## config.mk

```make
export PLATFORM = sky130hd
export DESIGN_NAME = regfile_dump
export DESIGN_NICKNAME = d
export VERILOG_FILES = /design/src/rtl/regfile_dump.sv
export SDC_FILE = /design/constraint.sdc
export NUM_CORES = 1
export LEC_CHECK = 0
export ABC_AREA = 1
export CELL_PAD_IN_SITES_DETAIL_PLACEMENT = 1
export CELL_PAD_IN_SITES_GLOBAL_PLACEMENT = 1
export CORE_UTILIZATION = 39
export CTS_BUF_LIST = sky130_fd_sc_hd__clkbuf_2
export DETAILED_ROUTE_END_ITERATION = 12
export GPL_ROUTABILITY_DRIVEN = 0
export GPL_TIMING_DRIVEN = 0
export PLACE_DENSITY = 0.88
export SLEW_MARGIN = 0
export SYNTH_ARGS = -nofsm -noshare
export SYNTH_HDL_FRONTEND = slang
export SYNTH_SLANG_ARGS = --single-unit
```

## constraint.sdc

```tcl
create_clock -name clk -period 4.2 [get_ports clk]
set_input_delay 0.42 -clock clk [delete_from_list [all_inputs] [get_ports clk]]
set_output_delay 0.42 -clock clk [all_outputs]
set_load 0.005 [all_outputs]
```

## src/rtl/regfile_dump.sv

```systemverilog
// Debug read-out engine: walks a range of register-file indices and streams each
// register as a framed byte sequence (index byte, then data MSB first) on valid/ready.
module regfile_dump #(
    parameter int NUM_REGS = 32,
    parameter int ADDR_W   = 5,
    parameter int DATA_W   = 32
) (
    input  logic              clk,
    input  logic              rst,
    input  logic              start,
    input  logic [ADDR_W-1:0] first_reg,
    input  logic [ADDR_W-1:0] last_reg,
    output logic [ADDR_W-1:0] rd_addr,
    input  logic [DATA_W-1:0] rd_data,
    output logic [7:0]        tx_data,
    output logic              tx_valid,
    input  logic              tx_ready,
    output logic              busy,
    output logic              done
);

    localparam int NBYTES  = DATA_W / 8;
    localparam int CNT_W   = $clog2(NBYTES + 1);
    localparam int SHIFT_W = DATA_W + 8;

    localparam logic [CNT_W-1:0]  LAST_BYTE = CNT_W'(NBYTES);
    localparam logic [ADDR_W-1:0] MAX_IDX   = ADDR_W'(NUM_REGS - 1);

    // Stream handshake: a byte moves on a rising edge where tx_valid && tx_ready;
    // tx_valid/tx_data come straight from flops and hold until that edge.
    typedef enum logic [1:0] {
        S_IDLE = 2'd0,
        S_LOAD = 2'd1,
        S_SEND = 2'd2,
        S_DONE = 2'd3
    } state_e;

    state_e               state_q, state_d;
    logic [ADDR_W-1:0]    idx_q, idx_d;
    logic [ADDR_W-1:0]    last_q, last_d;
    logic [SHIFT_W-1:0]   shift_q, shift_d;
    logic [CNT_W-1:0]     byte_cnt_q, byte_cnt_d;

    always_ff @(posedge clk) begin
        if (rst) begin
            state_q    <= S_IDLE;
            idx_q      <= '0;
            last_q     <= '0;
            shift_q    <= '0;
            byte_cnt_q <= '0;
        end else begin
            state_q    <= state_d;
            idx_q      <= idx_d;
            last_q     <= last_d;
            shift_q    <= shift_d;
            byte_cnt_q <= byte_cnt_d;
        end
    end

    always_comb begin
        state_d    = state_q;
        idx_d      = idx_q;
        last_d     = last_q;
        shift_d    = shift_q;
        byte_cnt_d = byte_cnt_q;

        tx_valid = 1'b0;
        busy     = 1'b0;
        done     = 1'b0;
        rd_addr  = '0;
        tx_data  = shift_q[SHIFT_W-1 -: 8];

        case (state_q)
            S_IDLE: begin
                if (start) begin
                    idx_d   = first_reg;
                    last_d  = last_reg;
                    state_d = S_LOAD;
                end
            end
            S_LOAD: begin
                busy       = 1'b1;
                rd_addr    = idx_q;
                // The snapshot: rd_data is frozen here, later writes do not leak into the frame.
                shift_d    = {8'(idx_q), rd_data};
                byte_cnt_d = '0;
                state_d    = S_SEND;
            end
            S_SEND: begin
                busy     = 1'b1;
                tx_valid = 1'b1;
                if (tx_ready) begin
                    shift_d    = {shift_q[SHIFT_W-9:0], 8'h00};
                    byte_cnt_d = byte_cnt_q + 1'b1;
                    if (byte_cnt_q == LAST_BYTE) begin
                        if (idx_q == last_q) begin
                            state_d = S_DONE;
                        end else begin
                            idx_d   = (idx_q == MAX_IDX) ? '0 : idx_q + 1'b1;
                            state_d = S_LOAD;
                        end
                    end
                end
            end
            S_DONE: begin
                done    = 1'b1;
                state_d = S_IDLE;
            end
            default: begin
                state_d = S_IDLE;
            end
        endcase
    end

endmodule
```

; Word level (Yosys, flattened, before mapping)
; Index checks and enable logic that the tools add are counted.
; Widths: inputs -> output; s select.
[op_classes]
n_eq_ne = 10
shift = 0
order_cmp = 0
n_reduce_logical = 8
mux = 19
mul = 0
n_addsub = 2
div = 0
n_bitwise = 0
[op_table]
columns = op, n
row1 = $pmux 40 s2, 1
row2 = $mux 40, 1
row3 = $mux 5, 6
row4 = $pmux 5 s2, 1
row5 = $mux 2, 4
row6 = $ne 2x2->1 const B, 4
row7 = $pmux 2 s4, 1
row8 = $pmux 3 s2, 1
row9 = $add 5x1->5 const B, 1
row10 = $eq 5x5->1, 1
row11 = $eq 5x5->1 const B, 1
row12 = $reduce_and 5->1, 1
row13 = $eq 2x2->1 const B, 2
row14 = $reduce_and 2->1, 2
row15 = $reduce_bool 2->1, 2
row16 = $add 3x1->3 const B, 1
row17 = $eq 3x3->1 const B, 1
row18 = $mux 1, 3
row19 = $mux 3, 1
row20 = $reduce_and 3->1, 1
row21 = $eq 2x1->1 const B, 1
row22 = $logic_not 2->1, 1
row23 = $reduce_or 2->1, 1
[word_totals]
out_inout_bits = 16
latchBits = 0
input_bits = 46
rom_bits = 0
wordCells = 44
mem_count = 0
register_bits = 55
mem_bits_rw = 0

; Depth between registers and ports, before layout
; Gate-level depths: netlist of the first run.
[depth]
depth_word = 6
ltp_mapped = 10
depth_no_buf = 10

; Least setup slack after synthesis of the first run
; No wires, ideal clock.
[synth_timing]
kind = reg-to-reg
start = reg state_q[0]
end = reg byte_cnt_q[2]
stages_incl_launch_ff = 10
synth_period_minus_slack_ns = 1.476
setup_time_ns = 0.088
required_ns = 4.112
path_slack_ns = 2.724
arrival_time_ns = 1.388
path_cell_list = dfxtp_1 > inv_1 > ha_1 > buf_6 > inv_4 > nand2_2 > nand2_4 > buf_6 > a21oi_2 > nor4_2
[synth_via]
elab_chain_len = 3
word_cells_on_any_way = 6
[synth_lines]
columns = item, line_no
row1 = "start, declared", 38  ; state_e state_q, state_d;
row2 = "start signal, assigned", 52  ; state_q <= state_d;
row3 = $eq 2x2->1 / $eq 2x1->1 (equally long branches), 73  ; case (state_q)
row4 = $ne 2x2->1 (no source line) / $reduce_bool 2->1 (equally long branches), -
row5 = $reduce_and 2->1 (no source line), -
row6 = "end signal, assigned", 56  ; byte_cnt_q <= byte_cnt_d;
row7 = "end, declared", 42  ; logic [CNT_W-1:0] byte_cnt_q, byte_cnt_d;
; Parallel ways exist; a longest one is shown, timed or not.
; A chain may end at the register's enable or synchronous reset.

; Final worst setup path of the first run
[layout_timing]
start = reg state_q[1]
end = out rd_addr[2]
[layout_via]
elab_chain_len = 2
[layout_lines]
columns = item, line_no
row1 = $eq 2x1->1, 73
row2 = $mux 5, 73
row3 = "end, declared", 13  ; output logic [ADDR_W-1:0] rd_addr,
; No other way between the ends.

==> results of run 1 <==
[registers in the layout (all words and copies together) (netlist names)]
register,flops
shift_q,40
idx_q,5
last_q,5
byte_cnt_q,3
state_q,2
[area by class of cell]
cell class / instances / area (um^2)
buffer: 28 / 168.9
clock buffer: 6 / 30.03
clock inverter: 2 / 17.52
fill: 845 / 3057
inverter: 28 / 107.6
multi-input combinational: 255 / 1270
sequential: 55 / 1101
tap: 77 / 96.34
timing repair buffer: 61 / 610.6
[how the worst min path moves through the flow]
stage / cells past startpoint / to / from
floorplan: 2 / shift_q[37] / shift_q[37]
global placement: 2 / shift_q[2] / shift_q[2]
detailed placement: 2 / shift_q[5] / shift_q[5]
CTS: 3 / shift_q[3] / rd_data[3]
global route: 3 / shift_q[0] / rd_data[0]
finish: 3 / shift_q[3] / rd_data[3]
[power by group through the flow]
stage               clock [mW]  combinational (mW)  sequential (mW)
floorplan                    0               0.710            0.816
global placement             0               0.963            0.863
detailed placement           0                1.01            0.874
CTS                      0.227                1.01            0.863
global route             0.249                1.13            0.890
finish                   0.222                1.01            0.862
[through the flow]
step                hold slack (ns)  instances  instance area (um^2)    util
floorplan                    0.4332        366                  2648       -
global placement             0.4506        504                  3354  0.5194
detailed placement           0.4547        504                  3354  0.5194
CTS                          0.4357        512                  3402  0.5267
global route                 0.4237        512                  3402  0.5267
finish                       0.4499        512                  3402  0.5267
[per-layer routing]
layer | wire length [um] | part of all wire | vias up
li1 | - | - | 1325
met3 | 301 | 0.041 | 9
met1 | 3318 | 0.45 | 1278
met5 | 0 | 0 | -
met2 | 3606 | 0.49 | 64
met4 | 129 | 0.018 | 0
[Yosys cell counts (2+ instances only)]
cell type    n  area share
clkbuf_1     9       0.013
nand3_1      4      0.0076
a21oi_1     21       0.040
o21ai_0     27       0.051
o21ai_1     13       0.025
a31oi_1     29       0.069
ha_1         9       0.043
nor2_1      13       0.018
nand2_2      2      0.0047
dfxtp_1     55        0.42
nor2_2       4      0.0095
buf_2        6       0.011
buf_4       11       0.031
inv_2        4      0.0057
buf_6        2      0.0085
inv_1       23       0.033
nand2_1    122        0.17
nand3b_1     2      0.0057
[cell families (layout without fill, tap and decap cells)]
family / Yosys count / count (layout) / share of synthesized area
flops: 55 / 55 / 0.4159
compound gates: 92 / 92 / 0.1905
simple gates: 153 / 153 / 0.2429
mux: 1 / 1 / 0.003781
buf+inv: 56 / 125 / 0.1044
fa+ha+maj: 9 / 9 / 0.04253
[tightest hold or removal path, cell delays in order]
cell and delay (ns):
clkdlybuf4s50_1 0.39, nand2_1 0.06, a21oi_1 0.05
==> summary.md, run 1 <==
## Worst setup path
- **worst path required time** 3.78 ns
- **library cell contributing the largest single delay on the critical path** clkdlybuf4s50_1
- **Startpoint Class** flop
- **cell count along the critical path** 5
- **delay of the slowest critical-path stage** 0.50 ns
- **Top cell by count, worst path** inv_1
- **family of cells with the greatest summed delay on the critical path** buffers and inverters
- **CP Capture Point** rd_addr[2]
- **endpoint kind of the worst setup timing path** output pin
- **Setup Crit Path Kind** reg -> out
- **critical path fanouts, max** 6
- **startpoint of the worst setup timing path** state_q[1]
- **reg-to-reg critical path startpoint** state_q[0]
- **Critical Path, Cell by Cell** inv_1 -> ha_1 -> nand2_1 -> inv_1 -> clkdlybuf4s50_1
- **Worst Path Arrival** 1.98 ns
- **reg2reg path depth** 7
- **critical register-to-register path endpoint** shift_q[21]
- **R2R Setup Slk** 2.40 ns
- **WP buf/inv** 3

## Die
- **total I/O pin count** 62
- **width of the chip** 84.39 um
- **CORE AREA** 6459 um^2
- **die area** 7122 um^2
- **Die Ht** 84.39 um
- **Initial Util** 0.4099
- **row cnt** 29

## Placement
- **count of port buffers added during placement** 61
- **worst setup slack before clock tree synthesis** 2.290 ns
- **Final HPWL DP** 5.742 mm

## Clock tree
- **quantity of hold-fixing buffers added after cts** 0
- **root cell of the clock tree** clkbuf_2
- **Clk pin slew, worst setup/hold paths** 0.30 ns
- **clock tree from TritonCTS** done
- **clock buffers created by TritonCTS** 5
- **post-cts gate resize count** 0
- **buffers inserted during post-CTS setup optimization** 0
- **total number of H-tree levels** 2
- **Num Clock Sinks** 55
- **Worst-Skew Late Latency** 0.47 ns
- **deepest clock path buffer count** 2

## Pwr
- **Sequential Power Share** 0.412
- **share of total power consumed by net switching** 0.4358
- **Sw Pwr** 0.9119 mW
- **fraction of power consumed by the clock network** 0.106
- **leakage power figure** 1.437 nW
- **peak ir drop on the vdd network** 0.2180 mV
- **total power per unit cell area** 615.1 nW/um^2
- **internal power** 1.180 mW
- **total power** 2.092 mW
- **fraction of power consumed by combinational cells** 0.482

## Timing
- **Post-Route Skew** 0.03665 ns
- **actual transition at the worst max-transition pin** 0.4690 ns
- **maximum operating frequency** 0.4159 GHz
- **total of endpoints with negative setup slack in the final report** 0
- **remaining max-slew budget at the tightest pin** 0.6873
- **count of endpoints failing hold in the final timing report** 0
- **worst setup margin** 1.795 ns
- **final period demand of the worst path** 2.405 ns
- **Slew Viols, Final** 0
- **final worst-path cycle share** 0.5725
- **Fin Setup TNS** 0 ns
- **unrepaired setup endpoints after global routing** no

## Min path
- **Tightest Hold Check Type** in -> reg

## Routing
- **total vias in the final route** 2,676
- **number of remaining DRC errors** 2
- **Pre-antenna DRT Iters** 8
- **wire length per cell after detailed routing** 14.37 um
- **aggregate routed wire length** 7.356 mm
- **mean number of vias per cell** 5.227
- **initial DRC count** 127
- **DRT antenna net count** 0

## Global route
- **met1 Usage GRT** 0.2855
- **most used routing layer** met2
- **met2 Usage GRT** 0.3905
- **number of global-route vias before repair** 2,708
- **GR Layer Usage met3** 0.03441
- **overall global routing resource usage** 0.2251
- **total overflow reported by the global router** 0
- **largest net degree at the start of global routing** 18
- **number of antenna violations at the first check in global routing** 0
- **global-route wire length before repair** 12.74 mm

## Yosys
- **synthesis-stage register bit count** 55
- **number of nets produced by synthesis** 421
- **number of enable-type register cells in the synthesized netlist** 0
- **average footprint of a synthesized cell** 7.234 um^2
- **cell count after synthesis** 366
- **Cell variety after synth** 28
- **sequential fraction of the synthesis area** 0.4159
- **Ys Warns** 0
- **fraction of synthesis flops using an asynchronous set or reset pin** 0
- **cell area after technology mapping** 2648 um^2
- **commonest register cell after synthesis** dfxtp_1

## Cells and area
- **NumNets Final** 489
- **proportion of layout cells with a drive suffix above 1** 0.09885
- **area grow syn2layout** 28.50%
- **most frequent cells in the layout** nand2_1, clkdlybuf4s50_1, dfxtp_1
- **Inserted Diodes** 0
- **most common cell after layout, fill and taps aside** nand2_1

## Job
- **max-cap check violation count** 0

## Outcome
- **failing checks** design-rule violations
- **run status** finished with violations

No activity file was read; power rests on OpenSTA's default activity.
==> run 2: changes to the inputs <==
--- a/config.mk
+++ b/config.mk
@@ -8,12 +8,12 @@
 export ABC_AREA = 1
 export CELL_PAD_IN_SITES_DETAIL_PLACEMENT = 1
 export CELL_PAD_IN_SITES_GLOBAL_PLACEMENT = 1
-export CORE_UTILIZATION = 39
+export CORE_UTILIZATION = 37
 export CTS_BUF_LIST = sky130_fd_sc_hd__clkbuf_2
 export DETAILED_ROUTE_END_ITERATION = 12
 export GPL_ROUTABILITY_DRIVEN = 0
 export GPL_TIMING_DRIVEN = 0
-export PLACE_DENSITY = 0.88
+export PLACE_DENSITY = 0.84
 export SLEW_MARGIN = 0
 export SYNTH_ARGS = -nofsm -noshare
 export SYNTH_HDL_FRONTEND = slang
==> constraint.sdc (replaced) <==
create_clock -name clk -period 2.35 [get_ports clk]
set_input_delay 0.235 -clock clk [delete_from_list [all_inputs] [get_ports clk]]
set_output_delay 0.235 -clock clk [all_outputs]
set_load 0.005 [all_outputs]
==> run 2 against run 1 <==
The run now ends clean. Via count decreased by 2.4%. Critical path depth unchanged. Global-route usage decreased by 1.6 points. Combinational power increased by 77%. Count of clock-buffer cells in the layout decreased by 1. Hold slack got worse by 0.16 ns. Critical path type unchanged. Critical endpoint unchanged. Highest routed layer unchanged.
==> summary.md, run 2 (synthesized netlist as in run 1, its figures left out) <==
## Worst setup path
- **R2R Setup Slk** 0.56 ns, -1.84 ns
- **worst path required time** 2.12 ns, -1.66 ns
- **endpoint kind of the worst setup timing path** output pin
- **critical register-to-register path endpoint** shift_q[23]
- **Startpoint Class** flop
- **Worst Path Arrival** 1.90 ns, -0.08 ns
- **reg-to-reg critical path startpoint** state_q[0]
- **reg2reg path depth** 7, unchanged
- **Setup Crit Path Kind** reg -> out
- **startpoint of the worst setup timing path** state_q[1]
- **critical path fanouts, max** 6, unchanged

## Die
- **Initial Util** 0.3854, -0.02449
- **Die Ht** 86.59 um, +2.6%
- **total I/O pin count** 62, unchanged
- **die area** 7498 um^2, +5.3%
- **width of the chip** 86.59 um, +2.6%
- **CORE AREA** 6869 um^2, +6.4%
- **row cnt** 30, +3.4%

## Pwr
- **total power per unit cell area** 1089 nW/um^2, +77%
- **leakage power figure** 1.433 nW, -0.25%
- **peak ir drop on the vdd network** 0.4003 mV, +84%
- **total power** 3.736 mW, +79%

## Cells and area
- **NumNets Final** 489, unchanged
- **most common cell after layout, fill and taps aside** nand2_1
- **Inserted Diodes** 0, unchanged
- **area occupied by multi-input gates** 1272 um^2, +0.20%
- **proportion of layout cells with a drive suffix above 1** 0.1011, +0.002299
- **register with the most flip-flops** shift_q
- **largest registers** shift_q: 40 flops, idx_q: 5 flops, last_q: 5 flops
- **most frequent cells in the layout** nand2_1, clkdlybuf4s50_1, dfxtp_1
- **post-layout util** 0.4993, -0.02746
- **number of flip-flops in the largest register** 40, unchanged
- **number of fill cells in the layout** 893, +5.7%
- **footprint of the flip-flops and latches** 1101 um^2, unchanged
- **area grow syn2layout** 29.54%

## Clock tree
- **deepest clock path buffer count** 2, unchanged
- **clock tree from TritonCTS** done
- **Num Clock Sinks** 55, unchanged
- **Clk pin slew, worst setup/hold paths** 0.29 ns, about the same
- **Worst-Skew Late Latency** 0.47 ns, about the same
- **clock buffers created by TritonCTS** 5, unchanged
- **root cell of the clock tree** clkbuf_2
- **quantity of hold-fixing buffers added after cts** 0, unchanged
- **total number of H-tree levels** 2, unchanged

## Global route
- **total overflow reported by the global router** 0, unchanged
- **global-route wire length before repair** 12.03 mm, -5.5%
- **number of antenna violations at the first check in global routing** 0, unchanged
- **overall global routing resource usage** 0.2087, -0.01635
- **number of global-route vias before repair** 2,570, -5.1%
- **largest net degree at the start of global routing** 19, +1

## Timing
- **final period demand of the worst path** 2.135 ns
- **final worst-path cycle share** 0.9084
- **unrepaired setup endpoints after global routing** no
- **actual transition at the worst max-transition pin** 0.4715 ns, +0.002506 ns
- **remaining max-slew budget at the tightest pin** 0.6857, -0.001671
- **Slew Viols, Final** 0, unchanged
- **Post-Route Skew** 0.01838 ns, -0.01827 ns
- **maximum operating frequency** 0.4685 GHz
- **count of endpoints failing hold in the final timing report** 0, unchanged
- **total of endpoints with negative setup slack in the final report** 0, unchanged
- **Fin Setup TNS** 0 ns, unchanged

## Routing
- **DRT antenna net count** 0, unchanged
- **Pre-antenna DRT Iters** 4, -4
- **aggregate routed wire length** 7.184 mm, -2.3%
- **total vias in the final route** 2,611, -2.4%
- **number of remaining DRC errors** 0, -2
- **wire length per cell after detailed routing** 13.53 um, -5.8%
- **mean number of vias per cell** 4.917, -5.9%
- **initial DRC count** 73, -43%

## Min path
- **number of instances on the worst hold path** 3, unchanged
- **HP Start** rd_data[6]
- **worst-case hold path end point** shift_q[6]
- **Tightest Hold Check Type** in -> reg

## Placement
- **count of port buffers added during placement** 61, unchanged
- **Final HPWL DP** 5.615 mm, -2.2%

## Job
- **max-cap check violation count** 0, unchanged

## Outcome
- **run status** complete, no violations

run 2: changes by cell type in the layout (fill, tap and decap cells not counted):
cell	delta
clkinv_4	-2
clkbuf_2	-1
clkinv_2	+1
clkinvlp_4	+1
ha_1	-1
ha_2	+1
inv_8	+1
run 2: what timing repair did:
action	CTS	global route
setup buffers	0	0
gates resized for setup	0	1
setup endpoints to repair	0	2
endpoints found under the hold margin	0	0
run 2: through the flow:
stage                     hold WS [ns]  setup slack [ns]  cell area (um^2)  cells
after floorplan                 0.3041            0.8742              2648    366
after global placement          0.4497            0.6458              3378    523
after detailed placement        0.4584            0.5738              3378    523
after CTS                       0.2610            0.1107              3427    531
after global routing            0.2332           0.06300              3430    531
final                           0.2867            0.2153              3430    531
run 2: cell type report:
class                           instances  share of cell area
Multi-Input combinational cell        255              0.3710
Sequential cell                        55              0.3211
Timing Repair Buffer                   61              0.1780
Buffer                                 28             0.04925
Tap cell                               96             0.03502
Inverter                               28             0.03138
Clock buffer                            5            0.007297
Clock inverter                          3            0.006932
run 2: routing by layer:
layer	global-route usage	share of wire	up-vias
li1	-	-	1323
met1	0.2765	0.47	1227
met2	0.3456	0.48	53
met3	0.03524	0.037	8
met4	0.06970	0.017	0
met5	0	0	-
run 2: worst max-delay path, cell delays in order, from the launching register on:
cell,delay (ns)
dfxtp_1,0.40
inv_1,0.12
ha_2,0.28
nand2_1,0.09
inv_1,0.06
clkdlybuf4s50_1,0.50
run 2: where the power goes:
group | switching (mW) | leakage, nW | internal [mW]
registers | 0.247 | 0.453 | 1.29
clock network | 0.328 | 0.0309 | 0.0794
logic | 1.05 | 0.950 | 0.740
run 2: worst max path at each step:
stage	cells after the start	slack (ns)	to
after floorplan	9	0.87	byte_cnt_q[2]
final	5	0.22	rd_addr[2]
after global routing	5	0.06	rd_addr[2]
after CTS	5	0.11	rd_addr[2]
after global placement	7	0.65	shift_q[26]
after detailed placement	7	0.57	shift_q[23]
